===== src/rtl/hex_scan_driver_pkg.sv =====
// Shared constants and polarity helpers for the multiplexed hex display driver.
package hex_scan_driver_pkg;

  // Active-high GFEDCBA patterns for hex digits 0-F.
  localparam logic [6:0] SEG_FONT [16] = '{
    7'h3F, 7'h06, 7'h5B, 7'h4F, 7'h66, 7'h6D, 7'h7D, 7'h07,
    7'h7F, 7'h6F, 7'h77, 7'h7C, 7'h39, 7'h5E, 7'h79, 7'h71
  };

  function automatic logic [6:0] seg_off(input bit active_low);
    return active_low ? 7'h7F : 7'h00;
  endfunction

  // Pin level of a disabled digit.
  function automatic logic an_off(input bit active_low);
    return active_low ? 1'b1 : 1'b0;
  endfunction

endpackage


===== src/rtl/hex_scan_driver_hex_decode.sv =====
// Hex nibble to active-high 7-segment pattern; pin polarity is applied by the caller.
module hex_decode
  import hex_scan_driver_pkg::*;
(
  input  logic [3:0] nibble,
  output logic [6:0] seg
);

  assign seg = SEG_FONT[nibble];

endmodule


===== src/rtl/hex_scan_driver.sv =====
// Time-multiplexed hex display driver with double-buffered load, blanking,
// leading-zero suppression and PWM brightness.
module hex_scan_driver
  import hex_scan_driver_pkg::*;
#(
  parameter int DIGITS         = 4,
  parameter int DIV_W          = 11,
  parameter int BRIGHT_W       = 4,
  parameter bit SEG_ACTIVE_LOW = 1'b1,
  parameter bit AN_ACTIVE_LOW  = 1'b1
) (
  input  logic                  clk,
  input  logic                  rst,
  input  logic                  load,
  input  logic [4*DIGITS-1:0]   data_in,
  input  logic [DIGITS-1:0]     dp_in,
  input  logic [DIGITS-1:0]     blank_in,
  input  logic                  lz_suppress,
  input  logic [BRIGHT_W-1:0]   brightness,
  output logic                  ready,
  output logic                  frame_done,
  output logic [6:0]            seg,
  output logic                  dp,
  output logic [DIGITS-1:0]     an
);

  localparam int IDX_W = (DIGITS > 1) ? $clog2(DIGITS) : 1;
  localparam logic [IDX_W-1:0] LAST_IDX = IDX_W'(DIGITS - 1);

  logic [DIV_W-1:0]    div_cnt;
  logic                tick, wrap, accept, commit;
  logic [IDX_W-1:0]    idx, idx_nxt;
  logic                pend_vld;
  logic [4*DIGITS-1:0] pend_data, disp_data, src_data;
  logic [DIGITS-1:0]   pend_dp, pend_blank, disp_dp, disp_blank;
  logic [DIGITS-1:0]   src_dp, src_blank, lz_dark;
  logic                zero_run, dark;
  logic [3:0]          nib;
  logic [6:0]          font;
  logic [6:0]          seg_p0;
  logic                dp_p0;
  logic [DIGITS-1:0]   an_en_p0;
  logic [BRIGHT_W-1:0] pwm_b;
  logic                pwm_on;

  assign tick    = &div_cnt;
  assign wrap    = tick && (idx == LAST_IDX);
  assign idx_nxt = (idx == LAST_IDX) ? '0 : idx + 1'b1;
  assign accept  = load && !pend_vld;
  assign commit  = wrap && pend_vld;

  always_ff @(posedge clk or negedge rst) begin
    if (!rst) begin
      div_cnt <= '0;
      idx     <= '0;
    end else begin
      div_cnt <= div_cnt + 1'b1;
      if (tick) idx <= idx_nxt;
    end
  end

  // A load landing on the wrap tick sees pend_vld=0, so it waits a full frame.
  always_ff @(posedge clk or negedge rst) begin
    if (!rst) begin
      pend_vld   <= 1'b0;
      pend_data  <= '0;
      pend_dp    <= '0;
      pend_blank <= '0;
      disp_data  <= '0;
      disp_dp    <= '0;
      disp_blank <= '0;
    end else begin
      if (accept) begin
        pend_vld   <= 1'b1;
        pend_data  <= data_in;
        pend_dp    <= dp_in;
        pend_blank <= blank_in;
      end else if (commit) begin
        pend_vld <= 1'b0;
      end
      if (commit) begin
        disp_data  <= pend_data;
        disp_dp    <= pend_dp;
        disp_blank <= pend_blank;
      end
    end
  end

  // Digit 0 of a committing frame is taken straight from the pending buffer.
  assign src_data  = commit ? pend_data  : disp_data;
  assign src_dp    = commit ? pend_dp    : disp_dp;
  assign src_blank = commit ? pend_blank : disp_blank;

  always_comb begin
    lz_dark  = '0;
    zero_run = lz_suppress;
    for (int k = DIGITS - 1; k >= 1; k--) begin
      zero_run   = zero_run && (src_data[4*k +: 4] == 4'h0);
      lz_dark[k] = zero_run;
    end
  end

  assign nib  = src_data[4*int'(idx_nxt) +: 4];
  assign dark = src_blank[idx_nxt] || lz_dark[idx_nxt];

  hex_decode u_dec (
    .nibble (nib),
    .seg    (font)
  );

  // Output stage: registered in pin polarity, refreshed once per digit slot.
  always_ff @(posedge clk or negedge rst) begin
    if (!rst) begin
      seg_p0   <= seg_off(SEG_ACTIVE_LOW);
      dp_p0    <= SEG_ACTIVE_LOW;
      an_en_p0 <= '0;
    end else if (tick) begin
      seg_p0   <= dark ? seg_off(SEG_ACTIVE_LOW) : (font ^ {7{SEG_ACTIVE_LOW}});
      dp_p0    <= (!dark && src_dp[idx_nxt]) ^ SEG_ACTIVE_LOW;
      an_en_p0 <= dark ? '0 : (DIGITS'(1) << idx_nxt);
    end
  end

  assign pwm_b  = div_cnt[DIV_W-1 -: BRIGHT_W];
  assign pwm_on = (brightness == '1) || (pwm_b < brightness);

  assign an         = (an_en_p0 & {DIGITS{pwm_on}}) ^ {DIGITS{an_off(AN_ACTIVE_LOW)}};
  assign seg        = seg_p0;
  assign dp         = dp_p0;
  assign ready      = !pend_vld;
  assign frame_done = wrap;

endmodule


===== config.mk =====
export PLATFORM = sky130hd
export DESIGN_NAME = hex_scan_driver
export DESIGN_NICKNAME = d
export VERILOG_FILES = /design/src/rtl/hex_scan_driver_pkg.sv /design/src/rtl/hex_scan_driver_hex_decode.sv /design/src/rtl/hex_scan_driver.sv
export SDC_FILE = /design/constraint.sdc
export NUM_CORES = 1
export LEC_CHECK = 0
export ABC_AREA = 1
export BUFFER_PORTS_ARGS = -buffer_cell sky130_fd_sc_hd__buf_2
export CAP_MARGIN = 20
export CORE_ASPECT_RATIO = 2
export CORE_MARGIN = 5
export CORE_UTILIZATION = 56
export CTS_BUF_LIST = sky130_fd_sc_hd__clkbuf_8
export CTS_CLUSTER_DIAMETER = 50
export DETAILED_ROUTE_END_ITERATION = 8
export GPL_TIMING_DRIVEN = 0
export PLACE_DENSITY = 0.77
export SETUP_SLACK_MARGIN = 0.15
export SLEW_MARGIN = 20
export SYNTH_ARGS = -nofsm -noshare
export SYNTH_HDL_FRONTEND = slang
export SYNTH_SLANG_ARGS = --single-unit
export TNS_END_PERCENT = 30

===== constraint.sdc =====
create_clock -name clk -period 4 [get_ports clk]
set_input_delay 0.6 -clock clk [delete_from_list [all_inputs] [get_ports clk]]
set_output_delay 0.6 -clock clk [all_outputs]
set_load 0.005 [all_outputs]

==> results of run 1 <==
-- cells by family after synthesis --
group                    count (synthesis)  share of synthesized area (%)
AND/OR/NAND/NOR                        232                          29.20
flip-flops                              74                          47.39
buffers and inverters                   62                          6.910
AO/OA/AOI/OAI                           26                          4.491
multiplexers                            19                          5.446
adder cells (fa/ha/maj)                 15                          4.777
XOR/XNOR                                 8                          1.783
-- area by class of cell --
type	instances	area (sq um)	area share [%]
clock buffers	10	137.6	3.064
flip-flops and latches	74	1862	41.45
well taps	90	112.6	2.507
inverters	50	188.9	4.206
multi-input cells	300	1795	39.97
repair buffers	46	255.2	5.682
plain buffers	12	82.58	1.838
clock inverters	6	57.56	1.281
-- power by group through the flow --
stage | Combinational (W) | Clock [W] | Sequential (W)
2_1_floorplan | 0.00000720 | 0 | 0.000763
5_1_grt | 0.0000480 | 0.000609 | 0.000748
4_1_cts | 0.0000426 | 0.000583 | 0.000748
6_report | 0.0000410 | 0.000573 | 0.000748
3_5_place_dp | 0.0000425 | 0 | 0.000762
3_3_place_gp | 0.0000376 | 0 | 0.000762
-- placed cells by master, fill, tap and decap left out, types with 5 or more instances in the layout --
master    instances
nor2_2            6
nand2_2          18
nor2_1           30
mux2_2           19
nand3_2           6
ha_1             15
nor2_4            5
nand2_1         107
a21oi_1           9
or2_2             6
inv_2             9
buf_2            47
nand3_1          40
inv_1            41
dfrtp_1          66
dfstp_2           8
clkbuf_8         10
-- path summary, 6_finish.rpt --
kind                                      endpoint  slack, ns
setup / recovery                seg[0]$_DFFE_PN1N_       1.01
hold / removal             disp_data[11]$_DFF_PN0_       0.13
setup reg to reg                seg[0]$_DFFE_PN1N_       1.01
hold reg to reg               div_cnt[0]$_DFF_PN0_       0.45
max in group asynchronous       seg[4]$_DFFE_PN1N_       3.26
min in group clk              div_cnt[0]$_DFF_PN0_       0.45
-- metrics by stage --
stage | worst slack (ns) | std cells | hold WS, ns | utilization [%] | total power [W]
after global placement | 1.084 | 571 | 0.4340 | 61.95 | 0.0008000
final | 1.007 | 588 | 0.1335 | 65.23 | 0.001362
after floorplan | 1.555 | 436 | 0.3044 | - | 0.0007698
after global routing | 0.6580 | 588 | 0.1565 | 65.23 | 0.001405
after CTS | 1.013 | 588 | 0.1349 | 65.23 | 0.001373
after detailed placement | 1.049 | 572 | 0.4475 | 62.39 | 0.0008049
-- sequential cells by signal, indices dropped and copies added (netlist names) --
signal,count
disp_data,16
pend_data,16
div_cnt,11
seg,7
an_en_p0,4
disp_blank,4
disp_dp,4
pend_blank,4
pend_dp,4
idx,2
dp,1
pend_vld,1
-- worst register-to-register path, stage by stage (launching register included) --
cell,delay [ns]
dfrtp_1,0.45
ha_1,0.30
nor2_2,0.36
inv_2,0.20
nor2_2,0.34
nand3_1,0.12
nand2_1,0.08
inv_1,0.04
nand2_1,0.14
inv_1,0.12
ha_1,0.26
inv_1,0.09
nand3_1,0.12
nand3_1,0.11
nand2_1,0.05
nor2_1,0.11
nor2_1,0.04
-- layer usage --
layer  vias to the layer above  part of all wire (%)  GRT usage, %
met5                         -                     0             0
met2                        59                    55         35.81
li1                       1488                     -             -
met3                        17                   3.6         3.362
met1                      1400                    38         19.78
met4                         0                   3.0         10.24
==> impl_metrics.sql, run 1 <==
INSERT INTO impl_metrics (metric_group, metric, value, unit) VALUES
('clocking', 'numCtsBuffers', '9', ''),
('worst_hold_path', 'hold_class', 'primary input to asynchronous set/reset pin', ''),
('sta', 'setup_total_negative_slack', '0', 'ns'),
('detailed_routing', 'final_routed_drc_violation_total', '0', ''),
('global_route', 'grt_usage', '19.06', '%'),
('cells_and_area', 'num-fill-cells', '641', ''),
('detailed_routing', 'detail_route.first_pass.iterations', '4', ''),
('clocking', 'cts.repair_timing.setup_buffer_count', '0', ''),
('worst_setup_path', 'critPathSlowestCell', 'dfrtp_1', ''),
('die', 'rows', '43', ''),
('power_and_ir_drop', 'power.combinational.fraction', '3.0', '%'),
('logic_synthesis', 'synth.top_cells.by_area', 'dfrtp_1 42%, nand2_1 10%, mux2_2 5.4%', ''),
('worst_setup_path', 'critical_path_max_stage_delay', '0.45', 'ns'),
('sta', 'slew_headroom', '49.85', '%'),
('cells_and_area', 'post_layout_net_count', '540', ''),
('worst_setup_path', 'criticalPathCategory', 'flop to flop', ''),
('cells_and_area', 'final_cell_area', '4492', 'sq um'),
('clocking', 'tritoncts', 'yes', ''),
('logic_synthesis', 'netlist_top_cells_count', '107 x nand2_1, 66 x dfrtp_1, 40 x inv_1, 40 x nand3_1, 30 x nor2_1', ''),
('clocking', 'cts.path.max_buffers', '2', ''),
('detailed_routing', 'wirelength_routed', '7750', 'um'),
('detailed_routing', 'drt-initial-drc-count', '133', ''),
('job', 'maxCapViolations', '0', ''),
('sta', 'report.final.setup_viol', '0', ''),
('detailed_routing', 'route.detailed.wl_per_inst', '13.18', 'um'),
('sta', 'final.period_utilization', '74.83', '%'),
('detailed_routing', 'vias', '2964', ''),
('power_and_ir_drop', 'swShare', '21.71', '%'),
('placement', 'dpl_cell_area', '4297', 'sq um'),
('sta', 'timing.final.hold_violations', '0', ''),
('worst_setup_path', 'crit_required', '4.29', 'ns'),
('clocking', 'post_cts_resize_count', '0', ''),
('logic_synthesis', 'post_synth_inst_count', '436', ''),
('logic_synthesis', 'synth_most_common_cell', 'nand2_1', ''),
('worst_setup_path', 'critical-path-top-delay-family', 'simple AND/OR/NAND/NOR gates', ''),
('worst_setup_path', 'worstPathCellList', 'ha_1 -> nor2_2 -> inv_2 -> nor2_2 -> nand3_1 -> nand2_1 -> inv_1 -> nand2_1 -> inv_1 -> ha_1 -> inv_1 -> nand3_1 -> nand3_1 -> nand2_1 -> nor2_1 -> nor2_1', ''),
('logic_synthesis', 'netlist.top_cell.by_area', 'dfrtp_1', ''),
('worst_setup_path', 'crit_path_depth', '16', ''),
('detailed_routing', 'ant_nets', '0', ''),
('placement', 'io_buffer_count', '45', ''),
('clocking', 'ctsHtreeMaxLevel', '3', ''),
('power_and_ir_drop', 'net_switching_power_figure', '0.0002956', 'W'),
('clocking', 'clock_latency', '0.35', 'ns'),
('run_status', 'status', 'finished, final reports clean', ''),
('global_route', 'grt_pass1_vias', '3116', ''),
('logic_synthesis', 'cell_area_synth', '3929', 'sq um'),
('clocking', 'clk_root_buffer_cell', 'clkbuf_8', ''),
('worst_setup_path', 'crit-reg2reg-launch', 'idx[0]$_DFFE_PN0N_', ''),
('detailed_routing', 'detail_route.vias_per_cell', '5.041', ''),
('die', 'die-area', '8892', 'sq um'),
('power_and_ir_drop', 'power_density', '303.1', 'nW/um^2'),
('worst_setup_path', 'endpoint_kind', 'flop', ''),
('die', 'floorplan.core_area', '6887', 'sq um'),
('logic_synthesis', 'synth_top_area_share', '42.04', '%'),
('die', 'fp.dieW', '69.23', 'um'),
('logic_synthesis', 'postSynthRegisterBits', '74', ''),
('sta', 'fin_worst_skew', '0.007546', 'ns'),
('global_route', 'first_pass_grt_wire_length', '13680', 'um'),
('worst_setup_path', 'critical_path.startpoint_type', 'flop', ''),
('sta', 'timing.final.crit_period', '2.993', 'ns'),
('sta', 'grt_setup_unrepaired', 'no', ''),
('clocking', 'numClockSinks', '74', ''),
('worst_setup_path', 'crit_fanout', '9', ''),
('logic_synthesis', 'synth_area_per_cell', '9.011', 'sq um'),
('die', 'top_level_ports', '46', ''),
('global_route', 'grt-ovfl-total', '0', ''),
('clocking', 'clkTransAtPathRegs', '0.08', 'ns'),
('sta', 'maxClockFrequency', '334.1', 'MHz'),
('die', 'die_h', '128.5', 'um'),
('logic_synthesis', 'yosys_warnings', '0', ''),
('power_and_ir_drop', 'power.ir.vdd_worst', '0.0002775', 'V');
Power figures use the tool's default switching activity.
==> run 2, diff against run 1 <==
clock period = 3.03 ns   (was 4 ns; I/O delays follow)
==> run 2 against run 1 <==
  * Register-to-register slack worse by 0.71 ns
  * Largest cell class unchanged
  * Sequential share of layout area is 0.87 points lower
  * Highest routed layer unchanged
  * Clock skew is 0.0023 ns lower
  * Critical path type unchanged
  * First-iteration DRC count grew 11%
  * Critical path depth up 1
==> impl_metrics.sql, run 2 (same netlist as run 1, synthesis figures left out) <==
INSERT INTO impl_metrics (metric_group, metric, value, unit) VALUES
('run_status', 'status', 'finished, final reports clean', ''),
('worst_setup_path', 'critPathArrivalTime', '3.02', 'ns'),
('placement', 'dpl_cell_area', '4297', 'sq um'),
('die', 'die_h', '128.5', 'um'),
('clocking', 'numCtsBuffers', '9', ''),
('worst_setup_path', 'worst-r2r-cell-count', '17', ''),
('sta', 'setup_total_negative_slack', '0', 'ns'),
('detailed_routing', 'wirelength_routed', '7963', 'um'),
('worst_hold_path', 'timing.hold.worst_path_depth', '2', ''),
('worst_setup_path', 'criticalPathCategory', 'flop to flop', ''),
('cells_and_area', 'seqCellArea', '1862', 'sq um'),
('sta', 'timing_worst_slew_pin_value', '0.7433', 'ns'),
('die', 'rows', '43', ''),
('clocking', 'clock_latency', '0.35', 'ns'),
('worst_setup_path', 'cp.buffers_inverters', '3', ''),
('die', 'die-area', '8892', 'sq um'),
('sta', 'maxSlewViolCount', '0', ''),
('cells_and_area', 'diodes', '0', ''),
('worst_setup_path', 'path_common_cell', 'nand3_1', ''),
('global_route', 'first_pass_grt_wire_length', '13700', 'um'),
('sta', 'maxClockFrequency', '366.4', 'MHz'),
('detailed_routing', 'route.detailed.wl_per_inst', '13.41', 'um'),
('cells_and_area', 'finalNonFillerCells', '594', ''),
('sta', 'final.period_utilization', '90.08', '%'),
('sta', 'timing.final.crit_period', '2.729', 'ns'),
('detailed_routing', 'detail_route.vias_per_cell', '5.066', ''),
('detailed_routing', 'vias', '3009', ''),
('cells_and_area', 'layout.cells.most_common_list', '105 x nand2_1, 66 x dfrtp_1, 46 x buf_2, 40 x inv_1, 40 x nand3_1', ''),
('detailed_routing', 'final_routed_drc_violation_total', '0', ''),
('cells_and_area', 'num-fill-cells', '619', ''),
('worst_setup_path', 'critical_path_max_stage_delay', '0.38', 'ns'),
('global_route', 'grt_usage', '19.09', '%'),
('cells_and_area', 'post_layout_net_count', '546', ''),
('worst_setup_path', 'endpoint_kind', 'flop', ''),
('worst_setup_path', 'critical_path.startpoint_type', 'flop', ''),
('sta', 'grt_setup_unrepaired', 'yes', ''),
('cells_and_area', 'syn2layout_area_growth', '16.78', '%'),
('die', 'starting_density_of_the_core', '57.05', '%'),
('worst_setup_path', 'crit_fanout', '10', ''),
('clocking', 'clkTransAtPathRegs', '0.07', 'ns'),
('clocking', 'ctsHtreeMaxLevel', '3', ''),
('die', 'floorplan.core_area', '6887', 'sq um'),
('die', 'fp.dieW', '69.23', 'um'),
('worst_setup_path', 'critical-path-top-delay-family', 'simple AND/OR/NAND/NOR gates', ''),
('worst_hold_path', 'holdPathEnd', 'pend_dp[1]$_DFFE_PN0P_', ''),
('worst_hold_path', 'hold_class', 'primary input to flop', ''),
('die', 'top_level_ports', '46', ''),
('sta', 'fin_worst_skew', '0.005249', 'ns'),
('worst_setup_path', 'worstPathCellList', 'ha_2 -> nand2_1 -> nor2_4 -> nand3_4 -> buf_6 -> nor3_4 -> buf_6 -> nand2_1 -> nand3_1 -> nand3_1 -> nand2_2 -> inv_4 -> ha_1 -> nand3_1 -> nand3_1 -> nor2_1 -> nor2_1', ''),
('worst_hold_path', 'hp-start', 'dp_in[1]', ''),
('power_and_ir_drop', 'power_density', '391.8', 'nW/um^2'),
('cells_and_area', 'final_cell_area', '4588', 'sq um'),
('detailed_routing', 'drt-initial-drc-count', '148', ''),
('worst_setup_path', 'critPathSlowestCell', 'dfrtp_1', ''),
('clocking', 'tritoncts', 'yes', ''),
('cells_and_area', 'reg.largest.list', 'disp_data: 16 flops, pend_data: 16 flops, div_cnt: 11 flops', ''),
('worst_setup_path', 'regToRegSetupSlack', '0.30', 'ns'),
('clocking', 'numClockSinks', '74', ''),
('job', 'maxCapViolations', '0', ''),
('worst_setup_path', 'crit-reg2reg-launch', 'div_cnt[0]$_DFF_PN0_', ''),
('placement', 'routabilityCongestion', '0.9198', ''),
('placement', 'dp.cells', '572', ''),
('clocking', 'cts.path.max_buffers', '2', ''),
('sta', 'timing.final.hold_violations', '0', ''),
('worst_setup_path', 'reg2reg_to', 'seg[1]$_DFFE_PN1N_', ''),
('sta', 'slew_headroom', '49.80', '%'),
('worst_setup_path', 'crit_required', '3.32', 'ns'),
('global_route', 'grt-ovfl-total', '0', ''),
('detailed_routing', 'ant_nets', '0', ''),
('power_and_ir_drop', 'power.ir.vdd_worst', '0.0003685', 'V'),
('cells_and_area', 'layout.cells.most_common', 'nand2_1', ''),
('global_route', 'initial_antenna_violation_count', '0', ''),
('cells_and_area', 'drive_above_1_share', '33.33', '%'),
('placement', 'dp.final_hpwl', '5976', 'um'),
('global_route', 'grt_pass1_vias', '3116', ''),
('detailed_routing', 'detail_route.first_pass.iterations', '4', ''),
('sta', 'report.final.setup_viol', '0', ''),
('placement', 'io_buffer_count', '45', ''),
('cells_and_area', 'multi_input_comb_area', '1836', 'sq um'),
('power_and_ir_drop', 'fin_total_pwr', '0.001797', 'W'),
('clocking', 'clk_root_buffer_cell', 'clkbuf_8', ''),
('power_and_ir_drop', 'total_leakage_power', '2.466', 'nW'),
('global_route', 'grt_max_degree', '53', '');
==> run 2: changes by cell type in the layout (fill, tap and decap cells not counted), moves of 2 or more <==
cell     previous run  this run
nand2_2            18        20
nor2_4              5         7
ha_2                0         2
buf_4               2         7
nand2_1           107       105
nor2_2              6         4
ha_1               15        12
==> run 2: routing by layer <==
metal  vias up  GRT usage (%)  share of wire (%)
met5         -              0                  0
met4         0          10.24                3.4
met3        23          3.362                3.6
met2        68          35.87                 55
met1      1420          19.84                 38
li1       1498              -                  -
==> run 2: cell type report <==
type	instances	area share (%)
tap	90	2.454
multi-input combinational	300	40.01
timing repair buffer	52	6.599
sequential	74	40.58
clock buffer	10	3.000
inverter	50	4.172
buffer	12	1.936
clock inverter	6	1.254
==> run 2: repair_timing <==
item,4_1_cts,5_1_grt
hold buffers,1,0
pin swaps,0,7
gates resized for setup,2,12
hold endpoints to repair,13,0
endpoints found under the setup margin,4,7
buffers inserted,0,5
==> run 2: where the power goes <==
part	switching (W)	internal [W]
logic	0.0000316	0.0000238
registers	0	0.000988
clock network	0.000358	0.000397
==> run 2: worst max path at each step <==
stage                     cells after the start                 start  slack, ns                  to
final                                        17  div_cnt[0]$_DFF_PN0_       0.30  seg[1]$_DFFE_PN1N_
after global routing                         17  div_cnt[0]$_DFF_PN0_       0.12  seg[1]$_DFFE_PN1N_
after CTS                                    19  div_cnt[0]$_DFF_PN0_       0.15  seg[0]$_DFFE_PN1N_
after detailed placement                     16    idx[0]$_DFFE_PN0N_       0.08  seg[0]$_DFFE_PN1N_
after global placement                       16    idx[0]$_DFFE_PN0N_       0.11  seg[0]$_DFFE_PN1N_
after floorplan                              19  div_cnt[0]$_DFF_PN0_       0.58  seg[0]$_DFFE_PN1N_
==> run 2: stage by stage <==
| stage | util (%) | setup slack, ns | hold slack (ns) |
|---|---|---|---|
| final | 66.62 | 0.3007 | 0.3300 |
| after global routing | 66.62 | 0.1229 | 0.3264 |
| after CTS | 65.48 | 0.1548 | 0.3215 |
| after detailed placement | 62.39 | 0.07860 | 0.3683 |
| after global placement | 61.95 | 0.1138 | 0.4340 |
| after floorplan | - | 0.5848 | 0.1589 |
==> run 3, diff against run 2 <==
CORE_UTILIZATION = 35   (was 56)
PLACE_DENSITY = not set   (was 0.77)
REMOVE_ABC_BUFFERS = 1   (was not set)
==> run 3 against run 2 <==
  * Die area is 53% higher
  * Worst setup slack better by 0.042 ns
  * Sequential power hardly changed
  * Design area is 2.7% higher
==> impl_metrics.sql, run 3 (same netlist as run 1, synthesis figures left out) <==
INSERT INTO impl_metrics (metric_group, metric, value, unit) VALUES
('run_status', 'status', 'finished, final reports clean', ''),
('cells_and_area', 'post_layout_net_count', '547', ''),
('clocking', 'ctsHtreeMaxLevel', '3', ''),
('global_route', 'grt_max_degree', '40', ''),
('worst_setup_path', 'crit_required', '3.32', 'ns'),
('cells_and_area', 'drive_above_1_share', '34.85', '%'),
('die', 'top_level_ports', '46', ''),
('global_route', 'grt-ovfl-total', '0', ''),
('detailed_routing', 'drt-initial-drc-count', '104', ''),
('cells_and_area', 'reg.largest.list', 'disp_data: 16 flops, pend_data: 16 flops, div_cnt: 11 flops', ''),
('placement', 'dp.final_hpwl', '6176', 'um'),
('cells_and_area', 'layout.cells.most_common_list', '106 x nand2_1, 65 x dfrtp_1, 44 x buf_2, 40 x inv_1, 39 x nand3_1', ''),
('power_and_ir_drop', 'power.ir.vdd_worst', '0.0002641', 'V'),
('sta', 'timing.final.crit_period', '2.687', 'ns'),
('worst_hold_path', 'hold_class', 'primary input to asynchronous set/reset pin', ''),
('detailed_routing', 'wirelength_routed', '8480', 'um'),
('worst_setup_path', 'endpoint_kind', 'flop', ''),
('sta', 'setup_slack', '0.3429', 'ns'),
('power_and_ir_drop', 'power_density', '386.5', 'nW/um^2'),
('clocking', 'numCtsBuffers', '9', ''),
('global_route', 'initial_antenna_violation_count', '0', ''),
('global_route', 'grt_pass1_vias', '3009', ''),
('detailed_routing', 'final_routed_drc_violation_total', '0', ''),
('power_and_ir_drop', 'total_leakage_power', '2.468', 'nW'),
('die', 'floorplan.core_area', '10950', 'sq um'),
('cells_and_area', 'layout.cells.most_common', 'nand2_1', ''),
('clocking', 'clk_root_buffer_cell', 'clkbuf_8', ''),
('clocking', 'numClockSinks', '74', ''),
('detailed_routing', 'route.detailed.wl_per_inst', '13.15', 'um'),
('sta', 'fin_worst_skew', '0.01281', 'ns'),
('sta', 'setup_total_negative_slack', '0', 'ns'),
('sta', 'timing_worst_slew_pin_value', '0.5668', 'ns'),
('clocking', 'tritoncts', 'yes', ''),
('die', 'fp.dieW', '84.92', 'um'),
('worst_setup_path', 'critPathArrivalTime', '2.98', 'ns'),
('detailed_routing', 'vias', '2984', ''),
('placement', 'io_buffer_count', '45', ''),
('detailed_routing', 'detail_route.first_pass.iterations', '5', ''),
('sta', 'final.period_utilization', '88.68', '%'),
('detailed_routing', 'detail_route.vias_per_cell', '4.626', ''),
('placement', 'routabilityCongestion', '0.7712', ''),
('cells_and_area', 'post_layout_utilization_of_the_core', '43.06', '%'),
('detailed_routing', 'ant_nets', '0', ''),
('sta', 'maxSlewViolCount', '0', ''),
('clocking', 'clock_latency', '0.35', 'ns'),
('cells_and_area', 'diodes', '0', ''),
('sta', 'slew_headroom', '61.72', '%'),
('clocking', 'cts.path.max_buffers', '2', ''),
('clocking', 'clkTransAtPathRegs', '0.09', 'ns'),
('global_route', 'first_pass_grt_wire_length', '14030', 'um'),
('job', 'maxCapViolations', '0', ''),
('worst_setup_path', 'criticalPathCategory', 'flop to flop', ''),
('cells_and_area', 'syn2layout_area_growth', '19.97', '%'),
('die', 'rows', '54', ''),
('die', 'die_h', '159.8', 'um'),
('die', 'die-area', '13570', 'sq um'),
('die', 'starting_density_of_the_core', '35.89', '%'),
('worst_setup_path', 'critical_path.startpoint_type', 'flop', ''),
('sta', 'maxClockFrequency', '372.1', 'MHz'),
('sta', 'grt_setup_unrepaired', 'yes', ''),
('placement', 'placement.setup.worst_slack', '-0.1818', 'ns'),
('sta', 'timing.final.hold_violations', '0', ''),
('sta', 'report.final.setup_viol', '0', ''),
('worst_setup_path', 'crit_fanout', '7', ''),
('global_route', 'grt_usage', '12.98', '%');
## run 3: changes by cell type in the layout (fill, tap and decap cells not counted), moves of 2 or more
cell	delta
buf_2	-2
inv_6	+3
buf_12	+2
buf_6	-5
nand3_4	+2
clkinvlp_4	+2
clkbuf_1	-4
clkinv_2	-2
buf_4	+9
## run 3: power by group
part / total [W] / leakage, nW / switching, W / internal, W
logic: 0.0000540 / 1.43 / 0.0000320 / 0.0000219
registers: 0.000987 / 0.939 / 0 / 0.000987
clock network: 0.000781 / 0.0966 / 0.000394 / 0.000387
## run 3: what timing repair did
| action | 4_1_cts | 5_1_grt |
|---|---|---|
| gates resized for setup | 3 | 12 |
| buffers inserted | 7 | 9 |
| pin swaps | 4 | 7 |
| cloned | 1 | 1 |
| hold buffers | 0 | 0 |
| setup endpoints to repair | 7 | 8 |
## run 3: area by class of cell
class	count	area, sq um
well taps	140	175.2
inverters	50	188.9
multi-input cells	302	1891
repair buffers	63	395.4
clock buffers	9	123.9
fillers	1129	6232
flip-flops and latches	74	1863
clock inverters	7	76.32
## run 3: critical path, stage by stage, from the launching register on
cell	delay, ns
dfrtp_1	0.38
ha_2	0.20
nand2_1	0.10
nor2_4	0.20
nand2_4	0.09
nor2_4	0.19
nand3_4	0.16
buf_4	0.18
nand2_2	0.05
nand3_1	0.07
nand2_1	0.09
inv_2	0.04
nand2_2	0.12
inv_2	0.09
ha_1	0.33
nand3_1	0.10
nand3_1	0.08
nor2_1	0.11
nor2_1	0.05
## run 3: final timing paths
| kind | startpoint | to | slack [ns] | cells past startpoint |
|---|---|---|---|---|
| setup reg to reg | div_cnt[0]$_DFF_PN0_ | seg[1]$_DFFE_PN1N_ | 0.34 | 18 |
| hold / removal | rst | div_cnt[5]$_DFF_PN0_ | 0.04 | 1 |
| max in group asynchronous | rst | seg[5]$_DFFE_PN1N_ | 2.36 | 2 |
| min in group clk | blank_in[3] | pend_blank[3]$_DFFE_PN0P_ | 0.33 | 2 |
| setup / recovery | div_cnt[0]$_DFF_PN0_ | seg[1]$_DFFE_PN1N_ | 0.34 | 18 |
| hold reg to reg | div_cnt[0]$_DFF_PN0_ | div_cnt[0]$_DFF_PN0_ | 0.46 | 1 |
## run 3: routing by layer
metal	up-vias	global-route usage (%)	routed length, um
li1	1506	-	-
met1	1398	13.75	3174
met2	67	24.02	4780
met3	13	2.785	339
met4	0	5.692	185
met5	-	0	0
## run 3: metrics by stage
step,power (W),hold WS [ns],instance area [sq um],cells
after floorplan,0.001016,0.1589,3846,424
after global placement,0.001058,0.4376,4247,609
after detailed placement,0.001063,0.4364,4284,611
after CTS,0.001852,0.04019,4577,635
after global routing,0.001906,0.06847,4713,645
final,0.001822,0.03885,4713,645
